--- config.mk ---
export PLATFORM = sky130hd
export DESIGN_NAME = cv32e40px_xif_result_rob
export DESIGN_NICKNAME = d
export VERILOG_FILES = /design/src/rtl/cv32e40px_core_v_xif_pkg.sv /design/src/rtl/cv32e40px_xif_result_rob.sv
export SDC_FILE = /design/constraint.sdc
export NUM_CORES = 1
export LEC_CHECK = 0
export ABC_AREA = 1
export CELL_PAD_IN_SITES_DETAIL_PLACEMENT = 0
export CELL_PAD_IN_SITES_GLOBAL_PLACEMENT = 2
export CORE_MARGIN = 4
export CORE_UTILIZATION = 25
export CTS_CLUSTER_SIZE = 20
export DETAILED_ROUTE_END_ITERATION = 12
export GPL_TIMING_DRIVEN = 0
export HOLD_SLACK_MARGIN = 0.1
export PLACE_DENSITY = 0.66
export SETUP_SLACK_MARGIN = 0.1
export SYNTH_ARGS = -nofsm -noshare
export SYNTH_HDL_FRONTEND = slang
export SYNTH_SLANG_ARGS = --single-unit
--- constraint.sdc ---
create_clock -name clk -period 7.17 [get_ports clk]
set_input_delay 2.151 -clock clk [delete_from_list [all_inputs] [get_ports clk]]
set_output_delay 2.151 -clock clk [all_outputs]
set_load 0.005 [all_outputs]
--- src/rtl/cv32e40px_core_v_xif_pkg.sv ---
// Shared CV-X-IF types: coprocessor result record and the per-slot
// bookkeeping used by the offload result reorder buffer.
package cv32e40px_core_v_xif_pkg;

   localparam int unsigned XIF_ID_WIDTH  = 4;
   localparam int unsigned XIF_RFW_WIDTH = 32;
   localparam int unsigned XIF_XLEN      = 32;
   localparam int unsigned XIF_NWE       = XIF_RFW_WIDTH / XIF_XLEN;

   typedef struct packed {
      logic [XIF_ID_WIDTH-1:0]  id;
      logic [XIF_RFW_WIDTH-1:0] data;
      logic [4:0]               rd;
      logic [XIF_NWE-1:0]       we;
      logic                     exc;
      logic [5:0]               exccode;
      logic                     err;
      logic                     dbg;
   } x_result_t;

   typedef enum logic [1:0] {
      FREE      = 2'b00,
      ISSUED    = 2'b01,
      COMMITTED = 2'b10,
      KILLED    = 2'b11
   } x_rob_state_e;

   // Result payload mirrors the x_result_t field widths; the slot index stands in for the ID.
   typedef struct packed {
      x_rob_state_e             state;
      logic                     wb;
      logic                     res_valid;
      logic [XIF_RFW_WIDTH-1:0] data;
      logic [4:0]               rd;
      logic [XIF_NWE-1:0]       we;
      logic                     exc;
      logic [5:0]               exccode;
   } x_rob_entry_t;

endpackage

--- src/rtl/cv32e40px_xif_result_rob.sv ---
// CV-X-IF offload tracker and result reorder buffer: hands out IDs, tracks
// commit/kill, and writes coprocessor results back to the core in issue order.
module cv32e40px_xif_result_rob
   import cv32e40px_core_v_xif_pkg::*;
#(
   parameter int unsigned X_ID_WIDTH  = 4,
   parameter int unsigned DEPTH       = 8,
   parameter int unsigned X_RFW_WIDTH = 32,
   localparam int unsigned IDX_W      = $clog2(DEPTH),
   localparam int unsigned NWE        = X_RFW_WIDTH / 32
) (
   input  logic                   clk,
   input  logic                   rst_n,
   input  logic                   alloc_valid_i,
   input  logic                   alloc_wb_i,
   output logic                   alloc_ready_o,
   output logic [X_ID_WIDTH-1:0]  alloc_id_o,
   input  logic                   commit_valid_i,
   input  logic [X_ID_WIDTH-1:0]  commit_id_i,
   input  logic                   commit_kill_i,
   input  logic                   result_valid_i,
   output logic                   result_ready_o,
   input  logic [X_ID_WIDTH-1:0]  result_id_i,
   input  logic [X_RFW_WIDTH-1:0] result_data_i,
   input  logic [4:0]             result_rd_i,
   input  logic [NWE-1:0]         result_we_i,
   input  logic                   result_exc_i,
   input  logic [5:0]             result_exccode_i,
   output logic                   wb_valid_o,
   input  logic                   wb_ready_i,
   output logic [X_ID_WIDTH-1:0]  wb_id_o,
   output logic [X_RFW_WIDTH-1:0] wb_data_o,
   output logic [4:0]             wb_rd_o,
   output logic [NWE-1:0]         wb_we_o,
   output logic                   wb_exc_o,
   output logic [5:0]             wb_exccode_o,
   output logic [IDX_W:0]         outstanding_o,
   output logic                   protocol_err_o
);

   x_rob_entry_t           slot_q [DEPTH];
   x_rob_entry_t           slot_d [DEPTH];
   logic [IDX_W-1:0]       head_q, head_d, tail_q, tail_d;
   logic [IDX_W:0]         count_q, count_d;
   logic                   err_q, err_d;

   logic                   wb_valid_q, wb_valid_d;
   logic [IDX_W-1:0]       wb_idx_q, wb_idx_d;
   logic [X_RFW_WIDTH-1:0] wb_data_q, wb_data_d;
   logic [4:0]             wb_rd_q, wb_rd_d;
   logic [NWE-1:0]         wb_we_q, wb_we_d;
   logic                   wb_exc_q, wb_exc_d;
   logic [5:0]             wb_exccode_q, wb_exccode_d;

   logic [IDX_W-1:0]       commit_idx, result_idx, head_nxt;
   x_rob_entry_t           head_e, nxt_e, commit_e, result_e;
   logic                   alloc_fire, commit_ok, result_ok, retire_fire;

   assign commit_idx = commit_id_i[IDX_W-1:0];
   assign result_idx = result_id_i[IDX_W-1:0];
   assign head_nxt   = head_q + 1'b1;
   assign head_e     = slot_q[head_q];
   assign nxt_e      = slot_q[head_nxt];
   assign commit_e   = slot_q[commit_idx];
   assign result_e   = slot_q[result_idx];

   assign alloc_fire = alloc_valid_i && !count_q[IDX_W];
   assign commit_ok  = commit_valid_i && ((commit_id_i >> IDX_W) == '0) &&
                       (commit_e.state == ISSUED);
   assign result_ok  = result_valid_i && ((result_id_i >> IDX_W) == '0) &&
                       ((result_e.state == ISSUED) || (result_e.state == COMMITTED)) &&
                       result_e.wb && !result_e.res_valid;

   always_comb begin
      slot_d       = slot_q;
      head_d       = head_q;
      tail_d       = tail_q;
      err_d        = err_q || (commit_valid_i && !commit_ok) || (result_valid_i && !result_ok);
      retire_fire  = 1'b0;
      wb_valid_d   = wb_valid_q;
      wb_idx_d     = wb_idx_q;
      wb_data_d    = wb_data_q;
      wb_rd_d      = wb_rd_q;
      wb_we_d      = wb_we_q;
      wb_exc_d     = wb_exc_q;
      wb_exccode_d = wb_exccode_q;

      if (wb_valid_q) begin
         if (wb_ready_i) begin
            retire_fire = 1'b1;
            wb_valid_d  = 1'b0;
            // Look one slot ahead so consecutive ready heads stream one per cycle.
            if (nxt_e.state == COMMITTED && nxt_e.wb && nxt_e.res_valid) begin
               wb_valid_d   = 1'b1;
               wb_idx_d     = head_nxt;
               wb_data_d    = nxt_e.data;
               wb_rd_d      = nxt_e.rd;
               wb_we_d      = nxt_e.we;
               wb_exc_d     = nxt_e.exc;
               wb_exccode_d = nxt_e.exccode;
            end
         end
      end else if (count_q != '0) begin
         case (head_e.state)
            KILLED: retire_fire = 1'b1;
            COMMITTED: begin
               if (!head_e.wb) begin
                  retire_fire = 1'b1;
               end else if (head_e.res_valid) begin
                  wb_valid_d   = 1'b1;
                  wb_idx_d     = head_q;
                  wb_data_d    = head_e.data;
                  wb_rd_d      = head_e.rd;
                  wb_we_d      = head_e.we;
                  wb_exc_d     = head_e.exc;
                  wb_exccode_d = head_e.exccode;
               end else if (result_ok && (result_idx == head_q)) begin
                  // Result landing on a committed head goes straight to the writeback register.
                  wb_valid_d   = 1'b1;
                  wb_idx_d     = head_q;
                  wb_data_d    = result_data_i;
                  wb_rd_d      = result_rd_i;
                  wb_we_d      = result_we_i;
                  wb_exc_d     = result_exc_i;
                  wb_exccode_d = result_exccode_i;
               end
            end
            default: ;
         endcase
      end

      if (retire_fire) begin
         slot_d[head_q].state     = FREE;
         slot_d[head_q].res_valid = 1'b0;
         head_d                   = head_nxt;
      end
      if (alloc_fire) begin
         slot_d[tail_q].state     = ISSUED;
         slot_d[tail_q].wb        = alloc_wb_i;
         slot_d[tail_q].res_valid = 1'b0;
         tail_d                   = tail_q + 1'b1;
      end
      if (commit_ok) begin
         slot_d[commit_idx].state = commit_kill_i ? KILLED : COMMITTED;
      end
      if (result_ok) begin
         slot_d[result_idx].res_valid = 1'b1;
         slot_d[result_idx].data      = result_data_i;
         slot_d[result_idx].rd        = result_rd_i;
         slot_d[result_idx].we        = result_we_i;
         slot_d[result_idx].exc       = result_exc_i;
         slot_d[result_idx].exccode   = result_exccode_i;
      end

      count_d = count_q + (IDX_W+1)'(alloc_fire) - (IDX_W+1)'(retire_fire);
   end

   always_ff @(posedge clk or negedge rst_n) begin
      if (!rst_n) begin
         for (int i = 0; i < DEPTH; i++) begin
            slot_q[i] <= '0;
         end
         head_q       <= '0;
         tail_q       <= '0;
         count_q      <= '0;
         err_q        <= 1'b0;
         wb_valid_q   <= 1'b0;
         wb_idx_q     <= '0;
         wb_data_q    <= '0;
         wb_rd_q      <= '0;
         wb_we_q      <= '0;
         wb_exc_q     <= 1'b0;
         wb_exccode_q <= '0;
      end else begin
         for (int i = 0; i < DEPTH; i++) begin
            slot_q[i] <= slot_d[i];
         end
         head_q       <= head_d;
         tail_q       <= tail_d;
         count_q      <= count_d;
         err_q        <= err_d;
         wb_valid_q   <= wb_valid_d;
         wb_idx_q     <= wb_idx_d;
         wb_data_q    <= wb_data_d;
         wb_rd_q      <= wb_rd_d;
         wb_we_q      <= wb_we_d;
         wb_exc_q     <= wb_exc_d;
         wb_exccode_q <= wb_exccode_d;
      end
   end

   assign alloc_ready_o  = !count_q[IDX_W];
   assign alloc_id_o     = X_ID_WIDTH'(tail_q);
   assign result_ready_o = 1'b1;
   assign wb_valid_o     = wb_valid_q;
   assign wb_id_o        = X_ID_WIDTH'(wb_idx_q);
   assign wb_data_o      = wb_data_q;
   assign wb_rd_o        = wb_rd_q;
   assign wb_we_o        = wb_we_q;
   assign wb_exc_o       = wb_exc_q;
   assign wb_exccode_o   = wb_exccode_q;
   assign outstanding_o  = count_q;
   assign protocol_err_o = err_q;

endmodule

==> reports/metrics.cfg, run 1 <==
[status]
status=finished with violations
violations=capacitance limit, slew limit

[clocking]
cts_inserted_buffers=59
cts_tree=built
cts_root_buf=clkbuf_16
htree_levels=2
cts_resized=0
cts_hold_buf=0
cts_sinks=452
cts_buffer_depth=3
clock_latency_ns=0.68
clk_pin_slew_ns=0.06
cts_setup_buffers=0

[synth]
synth_seq_cells=452
synth_top_area_cell=dfrtp_1
avgSynthCellArea_um2=6.64
yosys_warnings=0
syn-instance-count=3918
synth_edf_count=0
syn-cell-area_mm2=0.0260
synthArstFlopShare_pct=100
ys_types=31
ys_seq_area_share_pct=43.5
yosysTopAreaCellShare_pct=43.5
synth_flop_cell=dfrtp_1
synth_area_leaders=dfrtp_1 43%, nand2_1 24%, o21ai_0 15%

[cells_and_area]
layout-drive-gt1-share_pct=5.18
nets=4171
design_area_mm2=0.0310
syn_to_final_growth_pct=19.2

[timing]
fmax_ghz=0.197
drv_slew=22
rsz0062_at_grt=false
holdWs_ns=0.469
fin_skew_ns=0.0161
fin_crit_sh_pct=70.9
hold_viol=0
worst_slew_pin_slew_ns=1.52
finalSetupViolations=0
slew_headroom_pct=-1.04
fin_crit_ns=5.08

[power_and_ir_drop]
power.density_mw_per_mm2=499
irDropWorstVdd_v=0.000253
power_leakage_nw=14.8

[place]
placedInstanceArea_mm2=0.0291
dp.final_hpwl_mm=102
gp_congestion=0.866
numPortBuffers=115

[detailed_routing]
viasPerCell=5.10
post_drt_wl_per_cell_um=27.5
first_iter_violations=3027
drt_first_pass_iters=6
drc=0
drtAntennaViolNets=0
wl_mm=152
vias=28200

[worst_setup_path]
r2r_start=head_q[2]
endpoint_kind=flop
worst-setup-path-type=in -> reg
worstPathRequired_ns=7.67
critPathMaxFanout=10
arrival_ns=5.58
cp_slowest_cell=clkbuf_1
max_stage_delay_ns=1.09
start_kind=primary input
startpoint=result_id_i[1]
path_cells=clkdlybuf4s50_1 > nor2_2 > nand3_1 > nand2_1 > nor2_1 > o21ai_0 > nand2_1 > and2_1 > buf_4 > nand3_2 > clkbuf_1 > o21ai_0

[min_path]
hold_class=reg -> reg
holdCritStartpoint=wb_exccode_o[5]

[global_routing]
antenna_found_initial=16
grt_pass1_vias=26700
grt_usage_pct=27.4
grt_overflow=0
grt_max_degree=105
grt_pass1_wl_mm=212

[floorplan]
dieHeight_um=331
dieArea_mm2=0.109
rows=118
core_area_mm2=0.103
die_w_um=331
io_pins=122
start_util_pct=25.1

[run]
cap_violations=2

-- worst paths after layout --
path                                         to  slack, ns  cells past startpoint
worst max-delay path                slot_q[209]       2.09                     12
worst min-delay path            wb_exccode_o[5]       0.47                      2
worst max register to register    wb_data_o[18]       2.40                     11
worst min register to register  wb_exccode_o[5]       0.47                      2
max in group asynchronous            slot_q[11]       3.73                      4
min in group asynchronous         wb_data_o[17]       1.45                      1
-- critical path, delay by kind of cell --
family | cells | cell delay, ns
simple gates | 7 | 1.31
buf+inv | 3 | 1.81
compound gates | 2 | 0.26
-- synthesized netlist by cell type, types with 2 or more instances --
master and instances:
buf_2 84, buf_4 8, dfrtp_1 452, ha_1 7
xnor2_1 3, nor2_1 156, buf_1 53, a21oi_1 107
nor2_2 2, conb_1 2, nand2_2 3, inv_1 285
nand3b_1 2, nand4_1 51, nand3_1 84, nor4_1 3
o21ai_0 758, inv_2 5, nand2_1 1680, nand3_2 6
nor3_1 30, clkbuf_1 123, xor2_1 6
-- cells by family after synthesis --
logic type / after synthesis / share of synthesized area (%)
flip-flops: 452 / 43.5
buffers and inverters: 558 / 8.57
adder cells (fa/ha/maj): 8 / 0.413
AND/OR/NAND/NOR: 2021 / 30.5
XOR/XNOR: 9 / 0.303
other: 2 / 0.0289
AO/OA/AOI/OAI: 868 / 16.7
-- per-stage QoR --
step / setup WS [ns] / utilization [%] / setup TNS [ns] / power, mW / cells
after floorplan: 3.27 / - / 0 / 8.51 / 3919
after global placement: -19.06 / 27.9 / -8570.53 / 12.2 / 5414
after detailed placement: 1.44 / 28.1 / 0 / 12.2 / 5421
after CTS: 2.15 / 30.0 / 0 / 15.4 / 5530
after global routing: 1.97 / 30.0 / 0 / 16.4 / 5530
final: 2.09 / 30.0 / 0 / 15.5 / 5535
-- per-layer routing --
layer	routed length (µm)	share of wire, %	vias up	track usage (%)
met2	68400	45	1205	43.5
met4	5420	3.6	4	8.97
li1	-	-	12800	-
met5	20	0.013	-	0
met3	10600	7.0	219	3.77
met1	67600	44	14000	38.4
-- cells in the final DEF, fill, tap and decap left out, types with 4 or more instances in the layout --
cell | synthesis | layout
nand2_1 | 1680 | 1680
xor2_1 | 6 | 6
clkbuf_8 | 0 | 13
dfrtp_1 | 452 | 452
ha_1 | 7 | 7
buf_16 | 0 | 4
buf_4 | 8 | 9
nand4_1 | 51 | 51
clkinv_2 | 0 | 12
clkbuf_16 | 0 | 61
clkbuf_1 | 123 | 135
o21ai_0 | 758 | 758
inv_1 | 285 | 285
inv_2 | 5 | 5
nand3_2 | 6 | 6
diode_2 | 0 | 5
buf_2 | 84 | 84
nor2_1 | 156 | 156
clkdlybuf4s50_1 | 0 | 114
nor3_1 | 30 | 30
nand3_1 | 84 | 84
buf_1 | 53 | 53
a21oi_1 | 107 | 107
-- state kept, by name (all words and copies together), names as in the netlist, 3 cells and up --
name / cells
slot_q: 392
wb_data_o: 32
tail_q: 3
wb_exccode_o: 6
wb_idx_q: 3
outstanding_o: 4
head_q: 3
wb_rd_o: 5
-- layout make-up --
type	count	area, µm²
antenna	5	12.5
buffer	268	1140
clock buffer	89	1760
clock inverter	20	190
fill	11700	72500
inverter	290	1090
multi-input combinational	2909	12500
sequential	452	11300
tap	1380	1730
timing repair buffer	122	1300
-- report_power, final --
| part | total [mW] | switching [mW] | internal (mW) |
|---|---|---|---|
| Clock | 3.11 | 1.31 | 1.79 |
| Combinational | 8.19 | 6.01 | 2.18 |
| Sequential | 4.18 | 0.721 | 3.46 |
Note: power is estimated with default switching activity, not from simulation.
==> inputs of run 2 (changes only) <==
- clock period: 7.17 -> 5.08 ns (I/O delays scaled with it)
==> results of run 2 <==
The final DEF is identical to that of run 1. Status: finished with violations: capacitance limit, slew limit.
Among the figures that moved: setup slack after placement 1.44 ns -> -0.0237 ns; setup slack after layout 2.09 ns -> 0.308 ns; start point of the critical path result_id_i[1] -> head_q[2]; end point of the critical path slot_q[209] -> wb_data_o[18]; register-to-register setup slack 2.40 ns -> 0.31 ns; total power 15.5 mW -> 21.8 mW; worst IR drop on VDD 0.000253 V -> 0.000357 V
